$ cat src/rtl/set_assoc_cache_array.sv
// Set-associative cache tag/data array with tree-PLRU replacement.
// Lookup is combinational on the accepted request, array updates land on the
// acceptance edge, and the response appears one cycle later.
module set_assoc_cache_array #(
  parameter int LineWidth  = 128,
  parameter int TagWidth   = 24,
  parameter int IndexWidth = 4,
  parameter int WayCount   = 2,
  localparam int WayW      = (WayCount > 2) ? $clog2(WayCount) : 1
) (
  input  logic                    clk,
  input  logic                    rst,
  input  logic                    reqValid,
  output logic                    reqReady,
  input  logic [1:0]              reqCommand,
  input  logic [IndexWidth-1:0]   reqIndex,
  input  logic [TagWidth-1:0]     reqTag,
  input  logic [LineWidth-1:0]    reqWriteData,
  input  logic [LineWidth/8-1:0]  reqWriteMask,
  output logic                    rspValid,
  output logic                    rspHit,
  output logic [WayW-1:0]         rspWay,
  output logic [LineWidth-1:0]    rspReadData
);

  localparam int Sets  = 1 << IndexWidth;
  localparam int Bytes = LineWidth / 8;

  localparam logic [1:0] CmdNone         = 2'd0;
  localparam logic [1:0] CmdWriteThrough = 2'd1;
  localparam logic [1:0] CmdReplace      = 2'd2;
  localparam logic [1:0] CmdInvalidate   = 2'd3;

  typedef enum logic {StInit, StReady} state_e;

  state_e                state_q, state_d;
  logic [IndexWidth-1:0] cnt_q, cnt_d;

  logic [WayCount-1:0]  valid_q [Sets];
  logic [TagWidth-1:0]  tag_q   [Sets][WayCount];
  logic [LineWidth-1:0] data_q  [Sets][WayCount];
  logic [WayCount-2:0]  plru_q  [Sets];

  logic                 accept;
  logic [WayCount-1:0]  hit_vec_p0;
  logic                 hit_p0;
  logic [WayW-1:0]      hit_way_p0, victim_p0, fill_way_p0, rsp_way_p0;
  logic [LineWidth-1:0] rd_data_p0;

  logic                 vld_p1;
  logic                 hit_p1;
  logic [WayW-1:0]      way_p1;
  logic [LineWidth-1:0] data_p1;

  // Walk the tree: a node bit of 0 sends the victim into the lower half.
  function automatic logic [WayW-1:0] plru_victim(input logic [WayCount-2:0] bits);
    logic [WayW-1:0] way;
    logic [WayW-1:0] node;
    way  = '0;
    node = '0;
    for (int l = 0; l < WayW; l++) begin
      way[WayW-1-l] = bits[node];
      node = node + node + WayW'(1) + WayW'(bits[node]);
    end
    return way;
  endfunction

  // Point every node on the touched way's path at the opposite half.
  function automatic logic [WayCount-2:0] plru_touch(input logic [WayCount-2:0] bits,
                                                     input logic [WayW-1:0]     way);
    logic [WayCount-2:0] nb;
    logic [WayW-1:0]     node;
    logic                dir;
    nb   = bits;
    node = '0;
    for (int l = 0; l < WayW; l++) begin
      dir      = way[WayW-1-l];
      nb[node] = ~dir;
      node     = node + node + WayW'(1) + WayW'(dir);
    end
    return nb;
  endfunction

  function automatic logic [LineWidth-1:0] merge_bytes(input logic [LineWidth-1:0] old_line,
                                                       input logic [LineWidth-1:0] new_line,
                                                       input logic [Bytes-1:0]     mask);
    logic [LineWidth-1:0] r;
    r = old_line;
    for (int b = 0; b < Bytes; b++) begin
      if (mask[b]) r[b*8 +: 8] = new_line[b*8 +: 8];
    end
    return r;
  endfunction

  // State and sweep counter register; reset restarts the invalidation sweep.
  always_ff @(posedge clk) begin
    if (rst) begin
      state_q <= StInit;
      cnt_q   <= '0;
    end else begin
      state_q <= state_d;
      cnt_q   <= cnt_d;
    end
  end

  // Sweep one set per cycle, then serve requests with no backpressure.
  always_comb begin
    state_d = state_q;
    cnt_d   = cnt_q;
    if (state_q == StInit) begin
      cnt_d = cnt_q + 1'b1;
      if (&cnt_q) state_d = StReady;
    end
  end

  assign reqReady = (state_q == StReady) && !rst;
  assign accept   = reqValid && reqReady;

  // Stage p0: tag compare, hit-way read and victim choice for the addressed set.
  always_comb begin
    hit_vec_p0 = '0;
    hit_way_p0 = '0;
    rd_data_p0 = '0;
    victim_p0  = plru_victim(plru_q[reqIndex]);
    for (int w = WayCount - 1; w >= 0; w--) begin
      hit_vec_p0[w] = valid_q[reqIndex][w] && (tag_q[reqIndex][w] == reqTag);
      if (hit_vec_p0[w]) begin
        hit_way_p0 = WayW'(w);
        rd_data_p0 = data_q[reqIndex][w];
      end
      if (!valid_q[reqIndex][w]) victim_p0 = WayW'(w);
    end
    hit_p0      = |hit_vec_p0;
    fill_way_p0 = hit_p0 ? hit_way_p0 : victim_p0;
    rsp_way_p0  = (reqCommand == CmdReplace) ? fill_way_p0 : hit_way_p0;
  end

  // Array state: sweep clears valid/PLRU, accepted commands update on the same edge.
  always_ff @(posedge clk) begin
    if (!rst && state_q == StInit) begin
      valid_q[cnt_q] <= '0;
      plru_q[cnt_q]  <= '0;
    end else if (accept) begin
      case (reqCommand)
        CmdNone: begin
          if (hit_p0) plru_q[reqIndex] <= plru_touch(plru_q[reqIndex], hit_way_p0);
        end
        CmdWriteThrough: begin
          if (hit_p0) begin
            data_q[reqIndex][hit_way_p0] <= merge_bytes(rd_data_p0, reqWriteData, reqWriteMask);
            plru_q[reqIndex]             <= plru_touch(plru_q[reqIndex], hit_way_p0);
          end
        end
        CmdReplace: begin
          valid_q[reqIndex][fill_way_p0] <= 1'b1;
          tag_q[reqIndex][fill_way_p0]   <= reqTag;
          data_q[reqIndex][fill_way_p0]  <= reqWriteData;
          plru_q[reqIndex]               <= plru_touch(plru_q[reqIndex], fill_way_p0);
        end
        CmdInvalidate: begin
          if (hit_p0) valid_q[reqIndex][hit_way_p0] <= 1'b0;
        end
        default: ;
      endcase
    end
  end

  // Stage p1: response valid is control and is cleared by reset.
  always_ff @(posedge clk) begin
    if (rst) vld_p1 <= 1'b0;
    else     vld_p1 <= accept;
  end

  // Stage p1: response payload captured from the pre-update lookup.
  always_ff @(posedge clk) begin
    if (accept) begin
      hit_p1  <= hit_p0;
      way_p1  <= rsp_way_p0;
      data_p1 <= rd_data_p0;
    end
  end

  // Reset drops a pending response immediately; payload is zero when not valid.
  assign rspValid    = vld_p1 && !rst;
  assign rspHit      = rspValid && hit_p1;
  assign rspWay      = rspValid ? way_p1 : '0;
  assign rspReadData = rspValid ? data_p1 : '0;

endmodule
$ cat config.mk
export PLATFORM = sky130hd
export DESIGN_NAME = set_assoc_cache_array
export DESIGN_NICKNAME = d
export VERILOG_FILES = /design/src/rtl/set_assoc_cache_array.sv
export SDC_FILE = /design/constraint.sdc
export NUM_CORES = 2
export LEC_CHECK = 0
export ABC_AREA = 0
export CORE_UTILIZATION = 49
export DETAILED_ROUTE_END_ITERATION = 8
export GPL_TIMING_DRIVEN = 0
export SYNTH_ARGS = -nofsm -noshare
export SYNTH_HDL_FRONTEND = slang
export SYNTH_MEMORY_MAX_BITS = 65536
export SYNTH_SLANG_ARGS = --single-unit
$ cat constraint.sdc
create_clock -name clk -period 36.6 [get_ports clk]
set_input_delay 3.66 -clock clk [delete_from_list [all_inputs] [get_ports clk]]
set_output_delay 3.66 -clock clk [all_outputs]
set_load 0.005 [all_outputs]
# Word level (Yosys, flattened, before mapping)
# Memories as Yosys holds them, arrays and structs flattened.
# Cells that the tools add are included.
# totals
word_cells	697
memories	4
output_inout_bits	132
input_bits	177
regBits	136
mem_bits_rw	4912
# op_classes
n_addsub	1
reduce_logical	17
eq_ne	5
n_mux	391
bitwise_logic	265
order_cmp	8
# mem_list
name	words	word_bits	read_ports	rd_clocked_by_memory_dff	wr	line	text
data_q	16	256	1	0	1	41	logic [LineWidth-1:0] data_q [Sets][WayCount];
tag_q	16	48	1	0	1	40	logic [TagWidth-1:0] tag_q [Sets][WayCount];
valid_q	16	2	1	0	1	39	logic [WayCount-1:0] valid_q [Sets];
plru_q	16	1	1	0	1	42	logic [WayCount-2:0] plru_q [Sets];
# ops
operator	n
two-way mux 128 bit	5
two-way mux 8 bit	80
two-way mux 256 bit	2
two-way mux 1 bit	291
bitwise OR 1 bit	260
demux 128 bit (select 1 bit)	2
equality test 24 bit	2
two-way mux 48 bit	1
demux 24 bit (select 1 bit)	1
two-way mux 24 bit	1
logical AND 1 bit	11
two-way mux 2 bit	4
two-way mux 4 bit	2
adder 4 x 1 -> 4 bit, second input constant	1
equality test 2 bit, second input constant	2
greater-or-equal comparator 2 bit, second input constant	2
< comparator 1 x 2 -> 1 bit, second input constant	2
< comparator 2 x 1 -> 1 bit, second input constant	2
NOT 1 -> 2 bit	2
AND reduction 4 bit	1
OR reduction 2 bit	2
NOT 1 bit	3
demux 1 bit (select 1 bit)	2
equality test 2 x 1 -> 1 bit, second input constant	1
4 further kinds	5

# Depth between registers and ports, before layout
# An unclocked memory read counts as a cell.
# depth
ltp_word	14
mapped_depth	17
mapped_depth_nobuf	9

# Worst setup path before layout
# OpenSTA, ideal clock, no wires.
# synth_path
path_type	input port to flip-flop
from	input port rst
to	memory data_q[10][0] (netlist name) (enable)
arrival_time_ns	16.977
required_ns	35.828
slack_ns	18.852
setup_ns	0.772
path_buffers	3
path_stages	7
path_cell_list	nor2b_1 and2_1 clkbuf_1 nand2b_1 clkbuf_1 clkbuf_1 nor3_1
# synth_between
elab_chain_len	7
elab_cells_between_ends	11
classes_between	mux: 6; bitwise: 1; reduce/logical: 4
# synth_lines
element	line	text
start, declared	12	input logic rst,
zero test 1 bit (*)	116	assign reqReady = (state_q == StReady) && !rst;
logical AND 1 bit (*)	116	
logical AND 1 bit (*)	117	assign accept = reqValid && reqReady;
net accept	44	logic accept;
two-way mux 1 bit	143	end else if (accept) begin
two-way mux 1 bit	140	if (!rst && state_q == StInit) begin
two-way mux 256 bit, on equally long branches	150, 157	
bitwise OR 1 bit (no source line) (*)	n/a	
end, declared	41	
# The timed path passes the listed nets; every way through them passes the cells marked *.

# Worst setup path after layout
# layout_path
from	input port reqIndex[1]
to	memory data_q[1][170] (netlist name) (enable)
# layout_between
elab_chain_len	13
elab_cells_between_ends	32
classes_between	order compare: 4; eq/ne: 2; mux: 15; bitwise: 3; reduce/logical: 5; memory: 3
# layout_lines
element	line	text
start, declared	16	input logic [IndexWidth-1:0] reqIndex,
memory (16 x 48 bit)	n/a	
equality test 24 bit	126	hit_vec_p0[w] = valid_q[reqIndex][w] && (tag_q[reqIndex][w] == reqTag);
logical AND 1 bit	126	
two-way mux 1 bit (2 in a row)	127	if (hit_vec_p0[w]) begin
two-way mux 1 bit	134	fill_way_p0 = hit_p0 ? hit_way_p0 : victim_p0;
NOT 1 -> 2 bit (not written as such)	157	data_q[reqIndex][fill_way_p0] <= reqWriteData;
greater-or-equal comparator 2 bit (not written as such) or < comparator 2 x 1 -> 1 bit (tied branches)	157	
logical AND 1 bit (not written as such)	157	
two-way mux 128 bit (not written as such)	157	
demux 128 bit (select 1 bit)	157	
two-way mux 256 bit (not written as such)	157	
bitwise OR 1 bit (no source line)	n/a	
# Parallel ways exist; a longest one is shown, timed or not.

==> impl_results.md <==
- Drt wl/cell: 37.8 um
- Crit path buf inv count: 11
- Total CTS buffers: 526
- Placer congestion estimate: 0.967
- Worst-Margin Slew: 1.49 ns
- Peak supply drop: 43.7 uV
- CTS Hold Bufs: 0
- Ys flop type: edfxtp_1
- Port bufs: 304
- Die Y-Extent: 641 um
- First-iteration detailed-routing DRC count: 14.4k
- Register-to-Register Path Depth: 14
- EDFF count, synth: 5042
- Clock buffer depth: 4
- Sw frac: 0.220
- Initial antenna violation count: 80
- Commonest non-fill, non-tap cell in the layout: edfxtp_1
- Nets@finish: 10.9k
- Pint: 9470 uW
- Area growth, synth to finish: 17.1%
- Fmax achieved: 88.2 MHz
- Clock power frac: 0.422
- Hold path depth: 2
- Worst-path clk slew: 0.06 ns
- Rows: 234
- RSZ-0062 raised after global routing: false
- H-tree level count: 6
- CTS resizes: 0
- Die width: 641 um
- Clock sink total: 5048
- Slowest library cell on the worst path: nor4bb_1
- Residual DRC: 0
- CP max FO: 17
- Worst hold endpoint: cnt_q[1]
- Fin Setup TNS: 0 ns
- Fin. max-slew vios: 0
- Hold Crit Start: cnt_q[1]
- Crit-path leading delay family: buffers and inverters
- Clock Skews: 0.0576 ns
- Design Power: 12100 uW
- Post-CTS setup buffers: 0
- R2R Setup Slk: 29.15 ns
- Final setup fails: 0
- Drt via density: 6.37
- Sequential Area: 152000 um2
- Share of cells above drive strength 1: 0.290
- Min-Delay Path Class: reg -> reg
- Layout fillers: 29.9k
- Gr ovfl total: 0
- Logic pwr share: 0.054
- Syn avg cell area: 21.2 um2
- Mapped Cells: 9448
- Cell variety after synth: 74
- Vias in the first global route: 105k
- Ports: 309
- Largest net degree at the start of global routing: 54
- WL final: 631 mm
- Global-route wire length before repair: 855 mm
- 1st-pass router iterations: 6
- Reg-to-Reg End: data_q[1][170]
- Arrival time worst endpoint: 12.05 ns
- Initial core utilization: 0.493
- PwrDens: 51.8 nW/um2
- Startpoint Class: primary input
- Core region area: 406000 um2
- Worst R2R Start: tag_q[15][30]
- CP most frequent cell: buf_12
- Switch Pwr: 2670 uW
- Post-synthesis sequential area ratio: 0.757
- Crit-path max cell delay: 0.92 ns
- Global-route usage over all layers: 0.305
- CTS tree: yes
- Failing checks: capacitance limit
- Most frequent cells in the layout: edfxtp_1, mux4_2, nand2_1, clkbuf_16, clkbuf_1
- Worst setup EP type: flip-flop
- Die area: 411000 um2
- Final hold violation count: 0
- Asr flop ratio synth: 0
- FF+latch count, synth: 5048
- Area of the multi-input gates: 46600 um2
- LEAKAGE: 0.0748 uW
- Period utilisation layout: 0.310
- Post-DP HPWL: 448 mm
- Tmin final: 11.34 ns
- Cell Area, Synth: 200000 um2
- DR vias: 106k
- Final ANT Viol Nets: 0
- Synth Net Count: 9626
- Root Driver: clkbuf_16
- Setup Crit Path Kind: in -> reg
- Max Cap Violations: 1
- Synth warnings: 0
- CP Cell Sequence: clkdlybuf4s50_1 -> buf_6 -> buf_6 -> buf_2 -> buf_4 -> mux4_2 -> a211oi_1 -> a31oi_1 -> o41ai_1 -> and4_1 -> nor4bb_1 -> buf_2 -> nand4b_1 -> clkbuf_1 -> a21oi_4 -> buf_12 -> buf_12 -> buf_12 -> buf_16
- Seq pwr share: 0.523
- Worst skew pair latency: 1.06 ns
- WP data required: 37.32 ns
- Relative slew margins: 0.00470
- Status: complete, but fails checks
## tightest hold or removal path: stages (launching register included)
cell and delay [ns]:
dfxtp_1 0.37, mux2i_1 0.16, nor2_1 0.06
## cells in the mapped netlist, drive strengths merged, types with 3 or more instances
master | instances | area (um2)
a221oi | 7 | 67.6
mux2 | 400 | 4500
nand4b | 5 | 43.8
o31ai | 148 | 1110
and3 | 10 | 62.6
a22o | 14 | 123
a31oi | 26 | 263
a22oi | 27 | 203
and4 | 4 | 35.0
a21oi | 284 | 1420
nand2 | 829 | 3110
mux2i | 128 | 1280
clkbuf | 319 | 1200
o2bb2ai | 5 | 43.8
xor2 | 14 | 123
a21o | 6 | 45.0
nor2b | 17 | 106
nand4 | 8 | 50.1
inv | 18 | 67.6
o21ai | 46 | 230
o311ai | 5 | 43.8
o22ai | 13 | 81.3
and2 | 138 | 863
nor3 | 48 | 383
nand3 | 22 | 110
a211oi | 6 | 45.0
or3 | 3 | 18.8
edfxtp | 5042 | 151000
a211o | 4 | 35.0
nor4 | 136 | 851
nand2b | 10 | 62.6
nor2 | 62 | 233
buf | 240 | 1330
mux4 | 1326 | 29900
xnor2 | 33 | 289
dfxtp | 6 | 120
## power by group through the flow
stage          Clock, uW  Combinational [uW]  Sequential [uW]
3_3_place_gp           0                 638             6480
5_1_grt             5370                 686             6350
2_1_floorplan          0                 353             6480
3_5_place_dp           0                 654             6480
4_1_cts             5170                 656             6360
6_report            5130                 662             6360
## worst max-delay path by stage
stage	start	end	slack [ns]	depth (start not counted)
finish	reqIndex[1]	data_q[1][170]	25.26	19
global route	reqIndex[1]	data_q[1][170]	25.24	19
CTS	reqIndex[1]	data_q[1][169]	25.44	19
detailed placement	reqIndex[1]	data_q[1][170]	24.37	19
global placement	rst	data_q[14][37]	4.13	8
floorplan	rst	data_q[10][0]	18.85	7
## layer usage
layer	track usage	routed length, um
met5	0	13
met4	0.145	33000
met3	0.0548	55200
met2	0.471	295000
met1	0.426	248000
## metrics by stage
stage / util / hold WS [ns] / instance area, um2 / setup slack [ns] / cells
after floorplan: - / 0.552 / 200000 / 18.85 / 9448
after global placement: 0.517 / 0.574 / 210000 / 4.13 / 15200
after detailed placement: 0.536 / 0.614 / 218000 / 24.37 / 15600
after CTS: 0.576 / 0.627 / 234000 / 25.44 / 16600
after global routing: 0.576 / 0.656 / 234000 / 25.24 / 16700
final: 0.577 / 0.630 / 234000 / 25.26 / 16700
## flip-flops by register name, summed over array words and instances, names as in the netlist
register / cells
data_q: 4096
tag_q: 768
valid_q: 32
cnt_q: 4
state_q: 1
plru_q: 16
way_p1: 1
vld_p1: 1
data_p1: 128
hit_p1: 1
## layout make-up
class | instances | share of cell area
buffer | 559 | 0.0110
antenna | 120 | 0.00128
multi-input combinational | 3821 | 0.199
clock buffer | 668 | 0.0602
inverter | 20 | 0.000320
clock inverter | 267 | 0.00923
sequential | 5048 | 0.647
timing repair buffer | 767 | 0.0438
tap | 5428 | 0.0290
## cells by family (layout without fill, tap and decap cells)
family          after synthesis  count (layout)  synth area share
flops                      5048            5048             0.757
fa+ha+maj                     1               1         0.0000625
other cells                   0             120                 0
buf+inv                     579            2281            0.0130
compound gates              617             617            0.0197
simple gates               1302            1302            0.0301
xor+xnor                     47              47           0.00206
mux                        1854            1854             0.178
Note: power is estimated with default switching activity, not from simulation.
